$ cat src/rtl/trap_ctrl_pkg.sv
// rtl/trap_ctrl_pkg.sv - shared privilege, CSR and trap-controller definitions
package trap_ctrl_pkg;

  // Privilege levels as encoded in mstatus.MPP / priv_mode
  localparam logic [1:0] PRIV_U = 2'b00;
  localparam logic [1:0] PRIV_S = 2'b01;
  localparam logic [1:0] PRIV_M = 2'b11;

  // Machine-mode CSR addresses
  localparam logic [11:0] CSR_MSTATUS = 12'h300;
  localparam logic [11:0] CSR_MIE     = 12'h304;
  localparam logic [11:0] CSR_MTVEC   = 12'h305;
  localparam logic [11:0] CSR_MEPC    = 12'h341;
  localparam logic [11:0] CSR_MCAUSE  = 12'h342;
  localparam logic [11:0] CSR_MTVAL   = 12'h343;
  localparam logic [11:0] CSR_MIP     = 12'h344;

  // mtvec.MODE encodings
  localparam logic [1:0] MTVEC_MODE_DIRECT   = 2'b00;
  localparam logic [1:0] MTVEC_MODE_VECTORED = 2'b01;

  // mcause value for a machine timer interrupt (interrupt bit set, code 7)
  localparam logic [31:0] CAUSE_M_TIMER_INT = 32'h8000_0007;

  // Trap sequencer states
  typedef enum logic [1:0] {
    ST_IDLE     = 2'b00,
    ST_FLUSH    = 2'b01,
    ST_COMMIT   = 2'b10,
    ST_REDIRECT = 2'b11
  } trap_state_t;

  // Kind of event currently being serviced
  typedef enum logic [1:0] {
    EV_NONE = 2'b00,
    EV_EXC  = 2'b01,
    EV_INT  = 2'b10,
    EV_MRET = 2'b11
  } trap_event_t;

  // Trap base address: mtvec with the MODE field cleared
  function automatic logic [31:0] mtvec_base(input logic [31:0] mtvec);
    return {mtvec[31:2], 2'b00};
  endfunction

endpackage

$ cat src/rtl/trap_ctrl_vec_calc.sv
// rtl/trap_ctrl_vec_calc.sv - trap target address calculation (TRAP_VECTORED_EN enables vectored mode)
module trap_vec_calc
  import trap_ctrl_pkg::*;
(
  input  logic [31:0] mtvec_i,
  input  logic [31:0] cause_i,
  input  logic        is_interrupt_i,
  output logic [31:0] target_o
);

  logic [31:0] base;

  assign base = mtvec_base(mtvec_i);

`ifdef TRAP_VECTORED_EN
  logic unused_cause_hi;
  assign unused_cause_hi = ^cause_i[31:30];

  // Vectored interrupts jump to base + 4*code; the add wraps modulo 2^32
  always_comb begin
    target_o = base;
    if (is_interrupt_i && (mtvec_i[1:0] == MTVEC_MODE_VECTORED)) begin
      target_o = base + {cause_i[29:0], 2'b00};
    end
  end
`else
  logic unused_vec_inputs;
  assign unused_vec_inputs = ^{cause_i, is_interrupt_i, mtvec_i[1:0]};

  // Direct mode only: every trap lands on the base address
  always_comb begin
    target_o = base;
  end
`endif

endmodule

$ cat src/rtl/trap_ctrl.sv
// rtl/trap_ctrl.sv - trap/mret sequencer: flush, CSR commit, fetch redirect (TRAP_VECTORED_EN selects vectored mtvec)
module trap_ctrl
  import trap_ctrl_pkg::*;
(
  input  logic        clk,
  input  logic        rst,
  input  logic        exc_valid,
  input  logic [31:0] exc_cause,
  input  logic [31:0] exc_pc,
  input  logic [31:0] exc_val,
  input  logic        mret_req,
  input  logic [31:0] next_pc,
  input  logic        timer_interrupt,
  input  logic        mie_mtie,
  input  logic        mstatus_mie,
  input  logic [1:0]  priv_mode,
  input  logic [31:0] mtvec_in,
  input  logic [31:0] mepc_in,
  output logic        flush_req,
  input  logic        flush_ack,
  output logic        trap_enter,
  output logic [31:0] trap_cause,
  output logic [31:0] trap_pc,
  output logic [31:0] trap_val,
  output logic        mret_exec,
  output logic        redirect_valid,
  output logic [31:0] redirect_pc,
  output logic        busy
);

  trap_state_t state_q;
  trap_event_t event_q;
  logic [31:0] cause_q;
  logic [31:0] pc_q;
  logic [31:0] val_q;

  logic        flush_req_q;
  logic        trap_enter_q;
  logic [31:0] trap_cause_q;
  logic [31:0] trap_pc_q;
  logic [31:0] trap_val_q;
  logic        mret_exec_q;
  logic        redirect_valid_q;
  logic [31:0] redirect_pc_q;

  trap_event_t event_d;
  logic [31:0] cause_d;
  logic [31:0] pc_d;
  logic [31:0] val_d;
  logic [31:0] target_d;
  logic [31:0] vec_target;
  logic        int_take;

  // A timer interrupt is taken when enabled and either globally enabled or running in U-mode
  assign int_take = timer_interrupt & mie_mtie & (mstatus_mie | (priv_mode == PRIV_U));

  // Pick the single winning event in IDLE: exception, then mret, then interrupt
  always_comb begin
    event_d = EV_NONE;
    cause_d = 32'h0;
    pc_d    = 32'h0;
    val_d   = 32'h0;
    if (exc_valid) begin
      event_d = EV_EXC;
      cause_d = exc_cause;
      pc_d    = exc_pc;
      val_d   = exc_val;
    end else if (mret_req) begin
      event_d = EV_MRET;
    end else if (int_take) begin
      event_d = EV_INT;
      cause_d = CAUSE_M_TIMER_INT;
      pc_d    = next_pc;
    end
  end

  trap_vec_calc u_vec_calc (
    .mtvec_i        (mtvec_in),
    .cause_i        (cause_q),
    .is_interrupt_i (event_q == EV_INT),
    .target_o       (vec_target)
  );

  // mret returns to mepc; traps go through the vector calculation
  always_comb begin
    target_d = vec_target;
    if (event_q == EV_MRET) begin
      target_d = mepc_in;
    end
  end

  // Sequencer: latch event, hold flush until drained, commit one cycle, redirect one cycle
  always_ff @(posedge clk or posedge rst) begin
    if (rst) begin
      state_q          <= ST_IDLE;
      event_q          <= EV_NONE;
      cause_q          <= 32'h0;
      pc_q             <= 32'h0;
      val_q            <= 32'h0;
      flush_req_q      <= 1'b0;
      trap_enter_q     <= 1'b0;
      trap_cause_q     <= 32'h0;
      trap_pc_q        <= 32'h0;
      trap_val_q       <= 32'h0;
      mret_exec_q      <= 1'b0;
      redirect_valid_q <= 1'b0;
      redirect_pc_q    <= 32'h0;
    end else begin
      flush_req_q      <= 1'b0;
      trap_enter_q     <= 1'b0;
      trap_cause_q     <= 32'h0;
      trap_pc_q        <= 32'h0;
      trap_val_q       <= 32'h0;
      mret_exec_q      <= 1'b0;
      redirect_valid_q <= 1'b0;
      redirect_pc_q    <= 32'h0;
      case (state_q)
        ST_IDLE: begin
          if (event_d != EV_NONE) begin
            event_q     <= event_d;
            cause_q     <= cause_d;
            pc_q        <= pc_d;
            val_q       <= val_d;
            flush_req_q <= 1'b1;
            state_q     <= ST_FLUSH;
          end
        end
        ST_FLUSH: begin
          if (flush_ack) begin
            state_q <= ST_COMMIT;
            if (event_q == EV_MRET) begin
              mret_exec_q <= 1'b1;
            end else begin
              trap_enter_q <= 1'b1;
              trap_cause_q <= cause_q;
              trap_pc_q    <= pc_q;
              trap_val_q   <= val_q;
            end
          end else begin
            flush_req_q <= 1'b1;
          end
        end
        ST_COMMIT: begin
          redirect_valid_q <= 1'b1;
          redirect_pc_q    <= target_d;
          state_q          <= ST_REDIRECT;
        end
        ST_REDIRECT: begin
          event_q <= EV_NONE;
          cause_q <= 32'h0;
          pc_q    <= 32'h0;
          val_q   <= 32'h0;
          state_q <= ST_IDLE;
        end
        default: begin
          state_q <= ST_IDLE;
        end
      endcase
    end
  end

  assign flush_req      = flush_req_q;
  assign trap_enter     = trap_enter_q;
  assign trap_cause     = trap_cause_q;
  assign trap_pc        = trap_pc_q;
  assign trap_val       = trap_val_q;
  assign mret_exec      = mret_exec_q;
  assign redirect_valid = redirect_valid_q;
  assign redirect_pc    = redirect_pc_q;
  assign busy           = (state_q != ST_IDLE);

endmodule

$ cat config.mk
export PLATFORM = sky130hd
export DESIGN_NAME = trap_ctrl
export DESIGN_NICKNAME = d
export VERILOG_FILES = /design/src/rtl/trap_ctrl_pkg.sv /design/src/rtl/trap_ctrl_vec_calc.sv /design/src/rtl/trap_ctrl.sv
export SDC_FILE = /design/constraint.sdc
export NUM_CORES = 1
export LEC_CHECK = 0
export CORE_MARGIN = 4
export CORE_UTILIZATION = 40
export DETAILED_ROUTE_END_ITERATION = 16
export HOLD_SLACK_MARGIN = 0.02
export PLACE_DENSITY_LB_ADDON = 0.05
export SLEW_MARGIN = 20
export SYNTH_ARGS = -nofsm -noshare
export SYNTH_HDL_FRONTEND = slang
export SYNTH_HIERARCHICAL = 1
export SYNTH_SLANG_ARGS = --single-unit
export TNS_END_PERCENT = 5
$ cat constraint.sdc
create_clock -name clk -period 9.1 [get_ports clk]
set_input_delay 2.73 -clock clk [delete_from_list [all_inputs] [get_ports clk]]
set_output_delay 2.73 -clock clk [all_outputs]
set_load 0.005 [all_outputs]
# Yosys cells after proc, flatten, opt, wreduce, memory -nomap -nowiden
# Cells that the tools add are included.
[word_totals]
register_bits = 232
output_inout_bits = 133
wordCells = 71
inputBits = 202
[op_classes]
muxes = 42
eq_ne = 6
reduce_logical = 7
bitwise_logic = 3
[ops]
columns = ["op", "count"]
rows = [
  ["$mux W32", 21],
  ["$pmux W32 S2", 3],
  ["$mux W2", 6],
  ["$mux W1", 9],
  ["$pmux W2 S4", 1],
  ["$eq A2 B2 Y1 const B", 3],
  ["$reduce_bool A2 Y1", 3],
  ["$logic_not A2 Y1", 2],
  ["$ne A2 B2 Y1 const B", 2],
  ["$pmux W2 S2", 1],
  ["$reduce_and A2 Y1", 2],
  ["$and A1 B1 Y1", 2],
  ["$eq A2 B1 Y1 const B", 1],
  ["$pmux W1 S2", 1],
  ["$or A1 B1 Y1", 1],
]

# Longest topological paths before layout
# Gate-level depths: netlist of run 1.
[logic_depth]
word_depth = 9
ltp_mapped = 9
ltp_nobuf = 6

# Cells and area by module
# Netlist of run 1, hierarchy kept.
[modules_own_cells]
columns = ["module", "cells_each", "seq_area_each_um2", "n_inst", "area_each_um2"]
rows = [
  ["trap_ctrl", 816, 5805.6, 1, 8883.5],
  ["trap_vec_calc", 33, 0.0, 1, 244.0],
]

# Least setup slack after synthesis of run 1
# No wires, ideal clock.
[synth_path]
kind = "input-to-reg"
from = "in priv_mode[1]"
to = "reg cause_q[29]"
setup_slack_ps = 5274
stages = 5
path_buffers = 1
t_arrival_ps = 3760
required_ps = 9034
setup_ps = 66
cell_sequence = "o21bai_1 o2bb2ai_1 clkbuf_1 nand3_1 nand2_1"
[synth_via]
elab_chain_len = 9
[synth_rtl]
columns = ["element", "line_no", "source"]
rows = [
  ["from (decl)", "trap_ctrl.sv:16", "input logic [1:0] priv_mode,"],
  ["$logic_not A2 Y1", "trap_ctrl.sv:55", "assign int_take = timer_interrupt & mie_mtie & (mstatus_mie | (priv_mode == PRIV_U));"],
  ["$or A1 B1 Y1", "trap_ctrl.sv:55", ""],
  ["$and A1 B1 Y1", "trap_ctrl.sv:55", ""],
  ["$mux W2", "trap_ctrl.sv:70", "end else if (int_take) begin"],
  ["$mux W2", "trap_ctrl.sv:68", "end else if (mret_req) begin"],
  ["$mux W2", "trap_ctrl.sv:63", "if (exc_valid) begin"],
  ["$reduce_bool A2 Y1", "trap_ctrl.sv:119", "if (event_d != EV_NONE) begin"],
  ["$ne A2 B2 Y1 (no line)", "--", ""],
  ["$reduce_and A2 Y1 (no line)", "--", ""],
  ["to (signal assigned)", "trap_ctrl.sv:121", "cause_q <= cause_d;"],
  ["to (decl)", "trap_ctrl.sv:33", "logic [31:0] cause_q;"],
]
# Every way passes these cells.
# A chain may end at the register's enable or synchronous reset.

# Final worst setup path of run 1
[layout_path]
from = "in exc_valid"
to = "reg pc_q[27]"
[layout_via]
elab_chain_len = 4
elab_cells_between_ends = 7
classes_between = "eq/ne: 1; mux: 4; reduce/logical: 2"
[layout_rtl]
columns = ["element", "line_no", "source"]
rows = [
  ["from (decl)", "trap_ctrl.sv:7", "input logic exc_valid,"],
  ["$mux W2", "trap_ctrl.sv:63", ""],
  ["$reduce_bool A2 Y1", "trap_ctrl.sv:119", ""],
  ["$ne A2 B2 Y1 (no line)", "--", ""],
  ["$reduce_and A2 Y1 (no line)", "--", ""],
  ["to (signal assigned)", "trap_ctrl.sv:122", "pc_q <= pc_d;"],
  ["to (decl)", "trap_ctrl.sv:34", "logic [31:0] pc_q;"],
]
# Several ways; a longest one is shown, not always the timed one. The select of a mux whose other input is x is not followed.

==> flow_summary.ini, run 1 <==
[pwr]
swShare = 0.313
cellPowerDensity_nw_per_um2 = 269
p_leak_nw = 6.20
p_int_w = 0.00246
pwr-share-comb = 0.301
p_seq_frac = 0.399
pwr-share-clk = 0.300
p_switching_w = 0.00113
ir_worst_vdd_uv = 216

[setup_path]
critPathLaunch = exc_valid
arrival_ns = 5.75
crit_slowest_cell = buf_4
crit_required_ns = 9.46
crit_path_start_kind = input port
r2r-start = state_q[0]$_DFFE_PP0P_
crit_path_frequent_cell = buf_4
critPathKind = in2reg
r2r_end = pc_q[27]$_DFFE_PP0P_
endpoint = pc_q[27]$_DFFE_PP0P_
crit_fanout = 87
rr_worst_depth = 6
reg2reg_slack_ns = 5.73
cp-end-kind = flop
critical_path.max_stage_delay_ns = 0.86
crit_chain = clkdlybuf4s50_1 -> buf_4 -> nor3b_2 -> a2bb2oi_4 -> buf_4 -> o31ai_1

[floorplanning]
core_area_um2 = 22100
num_rows = 54
fp.dieArea_um2 = 25300
die_h_um = 159
start_util = 0.413
die_w_um = 159
ios = 335

[grt]
antenna_found_initial = 1
grt_pass1_vias = 6839
grt_overflow = 0
grt_util_all_layers = 0.185
grt_max_degree = 108
grt_pass1_wl_um = 38100

[synth]
syn_area_um2 = 9120
netlist_instances = 848
synth.avg_cell_area_um2 = 10.8
yosys_warnings = 6

[placed_design]
port_buffers = 332
place_hpwl_um = 16200
place_ws_ns = 3.17
gp_congestion = 0.771

[route]
antenna_left = 0
routed_via_density = 4.78
vias = 6836
drtIter0Drc = 248
wl_per_cell_um = 16.9
finalWirelength_um = 24200
drtPass1Iterations = 5
drc_errors = 0

[timing]
tightest_slew_ns = 1.05
hold_viol_final = 0
period_share = 0.592
setup_viol = 0
fmax_ghz = 0.186
relSlewSlack = 0.299
final_max_slew_viol_count = 0
skew_ns = 0.00935
setup_ws_ns = 3.71
fin_setup_tns_ns = 0
fin_crit_ns = 5.39
rsz0062_at_grt = no

[clock_network]
cts_tree = done
cts.clk_slew.worst_paths_ns = 0.06
htreeDepth = 1
cts.repair.resized = 0
clock_latency_ns = 0.52
cts_buffers = 26
clockBufferDepth = 3
cts_setup_buffers = 0
numClockSinks = 232
hold_buffers = 0
root_buffer = clkbuf_16

[final_layout]
drive_gt1_frac = 0.0540
nFillCells = 1912
final_net_count = 1335
multiInputGateArea_um2 = 2850
antenna_cells = 0
area_growth_pct = 46.1
seqCellArea_um2 = 5810

[min_path]
hp-class = reg2reg
hold_depth = 2

[outcome]
status = complete, no violations

[run]
drv_cap = 0
## critical path, delay by kind of cell
kind / cells / cell delay, ns
buf+inv: 3 / 1.52
simple gates: 1 / 0.44
compound gates: 2 / 0.99
## per-layer routing
layer  part of all wire  wire (um)  track usage
met3              0.092       2220       0.0637
met1               0.40       9620        0.224
met4              0.025        606       0.0501
met2               0.48      11700        0.318
met5            0.00083         20            0
## per-stage QoR
stage / total power [W] / utilization / instance area [um^2] / hold WS [ns] / std cells
6_report: 0.00359 / 0.603 / 13300 / 0.454 / 1429
5_1_grt: 0.00384 / 0.603 / 13300 / 0.478 / 1429
4_1_cts: 0.00365 / 0.603 / 13300 / 0.460 / 1429
3_5_place_dp: 0.00255 / 0.562 / 12400 / 0.447 / 1381
3_3_place_gp: 0.00253 / 0.562 / 12400 / 0.440 / 1381
2_1_floorplan: 0.00210 / - / 9130 / 0.430 / 849
## flip-flops by register name, indices dropped and copies added, names as in the netlist
signal,cells
cause_q,32
event_q,2
flush_req,1
mret_exec,1
pc_q,32
redirect_pc,32
redirect_valid,1
state_q,2
trap_cause,32
trap_enter,1
trap_pc,32
trap_val,32
val_q,32
## area by class of cell
cell class                      instances  area share
Clock buffer                           41      0.0592
Clock inverter                          7     0.00826
Inverter                                5     0.00197
Multi-Input combinational cell        522       0.214
Sequential cell                       232       0.436
Tap cell                              280      0.0263
Timing Repair Buffer                  342       0.255
## power groups by stage
stage	sequential [W]	clock, W	combinational (W)
after detailed placement	0.00145	0	0.00110
after floorplan	0.00144	0	0.000659
final	0.00143	0.00108	0.00108
after global routing	0.00147	0.00116	0.00121
after CTS	0.00144	0.00111	0.00110
after global placement	0.00144	0	0.00109
## worst min path at each step
| stage | end | start |
|---|---|---|
| floorplan | cause_q[10]$_DFFE_PP0P_ | cause_q[10]$_DFFE_PP0P_ |
| global placement | val_q[5]$_DFFE_PP0P_ | val_q[5]$_DFFE_PP0P_ |
| detailed placement | val_q[5]$_DFFE_PP0P_ | val_q[5]$_DFFE_PP0P_ |
| CTS | val_q[3]$_DFFE_PP0P_ | val_q[3]$_DFFE_PP0P_ |
| global route | val_q[19]$_DFFE_PP0P_ | val_q[19]$_DFFE_PP0P_ |
| finish | cause_q[26]$_DFFE_PP0P_ | cause_q[26]$_DFFE_PP0P_ |
## cell usage in the layout (no fill, tap or decap), drive strengths merged, types with 3 or more instances in the layout
cell and n:
a211o 4, a21boi 32, a21oi 6, a22oi 32
and2 99, buf 10, bufinv 3, clkbuf 41
clkdlybuf4s50 332, clkinv 5, dfrtp 232, ha 4
inv 4, nand2 225, nand3 64, nor2 5
o31ai 33
Note: power is estimated with default switching activity, not from simulation.
==> run 2, diff against run 1 <==
--- a/config.mk
+++ b/config.mk
@@ -6,7 +6,7 @@
 export NUM_CORES = 1
 export LEC_CHECK = 0
 export CORE_MARGIN = 4
-export CORE_UTILIZATION = 40
+export CORE_UTILIZATION = 45
 export DETAILED_ROUTE_END_ITERATION = 16
 export HOLD_SLACK_MARGIN = 0.02
 export PLACE_DENSITY_LB_ADDON = 0.05
==> constraint.sdc (replaced) <==
create_clock -name clk -period 5.5 [get_ports clk]
set_input_delay 1.65 -clock clk [delete_from_list [all_inputs] [get_ports clk]]
set_output_delay 1.65 -clock clk [all_outputs]
set_load 0.005 [all_outputs]
==> run 2 against run 1 <==
Compared with the run above: via count about the same; worst hold slack better by 0.0013 ns; final cell count down 0.98%; critical path type is now reg2out; clock-buffer cell count down 5; first-iteration DRC count up 34%; global-route usage up 1.5 points; non-clock buffer count up 3; core utilization up 7.1 points; combinational power up 67%; worst setup slack worse by 2.1 ns.
==> flow_summary.ini, run 2 (synthesis gave the netlist of run 1 again) <==
[outcome]
status = complete, no violations

[final_layout]
fin_area_um2 = 13300
final_net_count = 1337
area_growth_pct = 45.6
nFillCells = 1552
drive_gt1_frac = 0.0557
final_cell_mix = clkdlybuf4s50_1 (332), dfrtp_1 (232), nand2_1 (225)
final_common_cell = clkdlybuf4s50_1
utilization = 0.674

[route]
wl_per_cell_um = 16.4
routed_via_density = 4.84
drtIter0Drc = 333
vias = 6842
finalWirelength_um = 23200
antenna_left = 0
drtPass1Iterations = 4
drc_errors = 0

[grt]
grt_max_degree = 148
grt_pass1_vias = 6746
grt_pass1_wl_um = 35900
antenna_found_initial = 1
grt_util_all_layers = 0.201
grt_overflow = 0

[placed_design]
place_hpwl_um = 15700
port_buffers = 332
gp_congestion = 0.779
place_area_um2 = 12400

[pwr]
ir_worst_vdd_uv = 366
p_leak_nw = 6.19
cellPowerDensity_nw_per_um2 = 440

[floorplanning]
ios = 335
num_rows = 51
fp.dieArea_um2 = 22600
core_area_um2 = 19700
start_util = 0.463
die_w_um = 150
die_h_um = 150

[clock_network]
hold_buffers = 0
numClockSinks = 232
clockBufferDepth = 3
htreeDepth = 1
cts_tree = done
cts_setup_buffers = 0
cts.clk_slew.worst_paths_ns = 0.06
cts_buffers = 25
clock_latency_ns = 0.51
cts.repair.resized = 0
root_buffer = clkbuf_16

[setup_path]
crit_path_start_kind = flop
cp-end-kind = output pin
arrival_ns = 2.29
critPathKind = reg2out
crit_fanout = 10
crit_required_ns = 3.85

[timing]
fin_crit_ns = 3.94
fmax_ghz = 0.254
fin_setup_tns_ns = 0
skew_ns = 0.00950
relSlewSlack = 0.316
period_share = 0.715
hold_viol_final = 0
final_max_slew_viol_count = 0
tightest_slew_ns = 1.03
rsz0062_at_grt = no
setup_viol = 0

[min_path]
hp-class = reg2reg

[run]
drv_cap = 0
## run 2: cell count changes in the layout (fill, tap and decap cells not counted), sizes merged
| cell | previous run | this run |
|---|---|---|
| bufinv | 3 | 2 |
| diode | 0 | 1 |
| clkinvlp | 0 | 1 |
| clkbuf | 41 | 36 |
| buf | 10 | 13 |
| clkinv | 5 | 7 |
## run 2: final cells by class
class                      count  area, um^2  share of cell area
tap                          265         332              0.0250
clock inverter                 9        98.8             0.00744
clock buffer                  36         737              0.0555
timing repair buffer         345        3450               0.259
multi-input combinational    522        2840               0.214
antenna                        1        2.50            0.000188
inverter                       5        22.5             0.00170
sequential                   232        5810               0.437
## run 2: stage by stage
stage	hold slack [ns]	worst slack [ns]	cells	total power, W
final	0.455	1.56	1415	0.00584
after global routing	0.477	1.40	1415	0.00625
after CTS	0.461	1.55	1414	0.00594
after detailed placement	0.448	1.54	1369	0.00423
after global placement	0.440	1.58	1369	0.00419
after floorplan	0.430	0.814	849	0.00348
## run 2: report_power, final
| group | switching [W] | total (W) | internal, W |
|---|---|---|---|
| Sequential | 0.000183 | 0.00237 | 0.00219 |
| Combinational | 0.00101 | 0.00180 | 0.000788 |
| Clock | 0.000651 | 0.00167 | 0.00102 |
## run 2: routing by layer
layer | vias up | wire length (um) | GRT usage
met3 | 46 | 1960 | 0.0620
li1 | 3312 | - | -
met2 | 239 | 11400 | 0.337
met4 | 0 | 770 | 0.0631
met5 | - | 0 | 0
met1 | 3245 | 9120 | 0.249
## run 2: final timing paths
check                                  startpoint                   endpoint  slack [ns]  cells past startpoint
min in group asynchronous                     rst     cause_q[7]$_DFFE_PP0P_        1.63                      3
max reg2reg                state_q[0]$_DFFE_PP0P_    cause_q[14]$_DFFE_PP0P_        2.95                      7
min reg2reg                  val_q[0]$_DFFE_PP0P_       val_q[0]$_DFFE_PP0P_        0.46                      2
max                        state_q[0]$_DFFE_PP0P_                       busy        1.56                      4
min                          val_q[0]$_DFFE_PP0P_       val_q[0]$_DFFE_PP0P_        0.46                      2
max in group asynchronous                     rst  redirect_pc[18]$_DFF_PP0_        2.85                      4
## run 2: worst max-delay path: stages, from the launching register on
cell and delay [ns]:
dfrtp_1 0.41, inv_1 0.09, ha_1 0.39, clkinv_1 0.32, clkdlybuf4s50_1 0.56
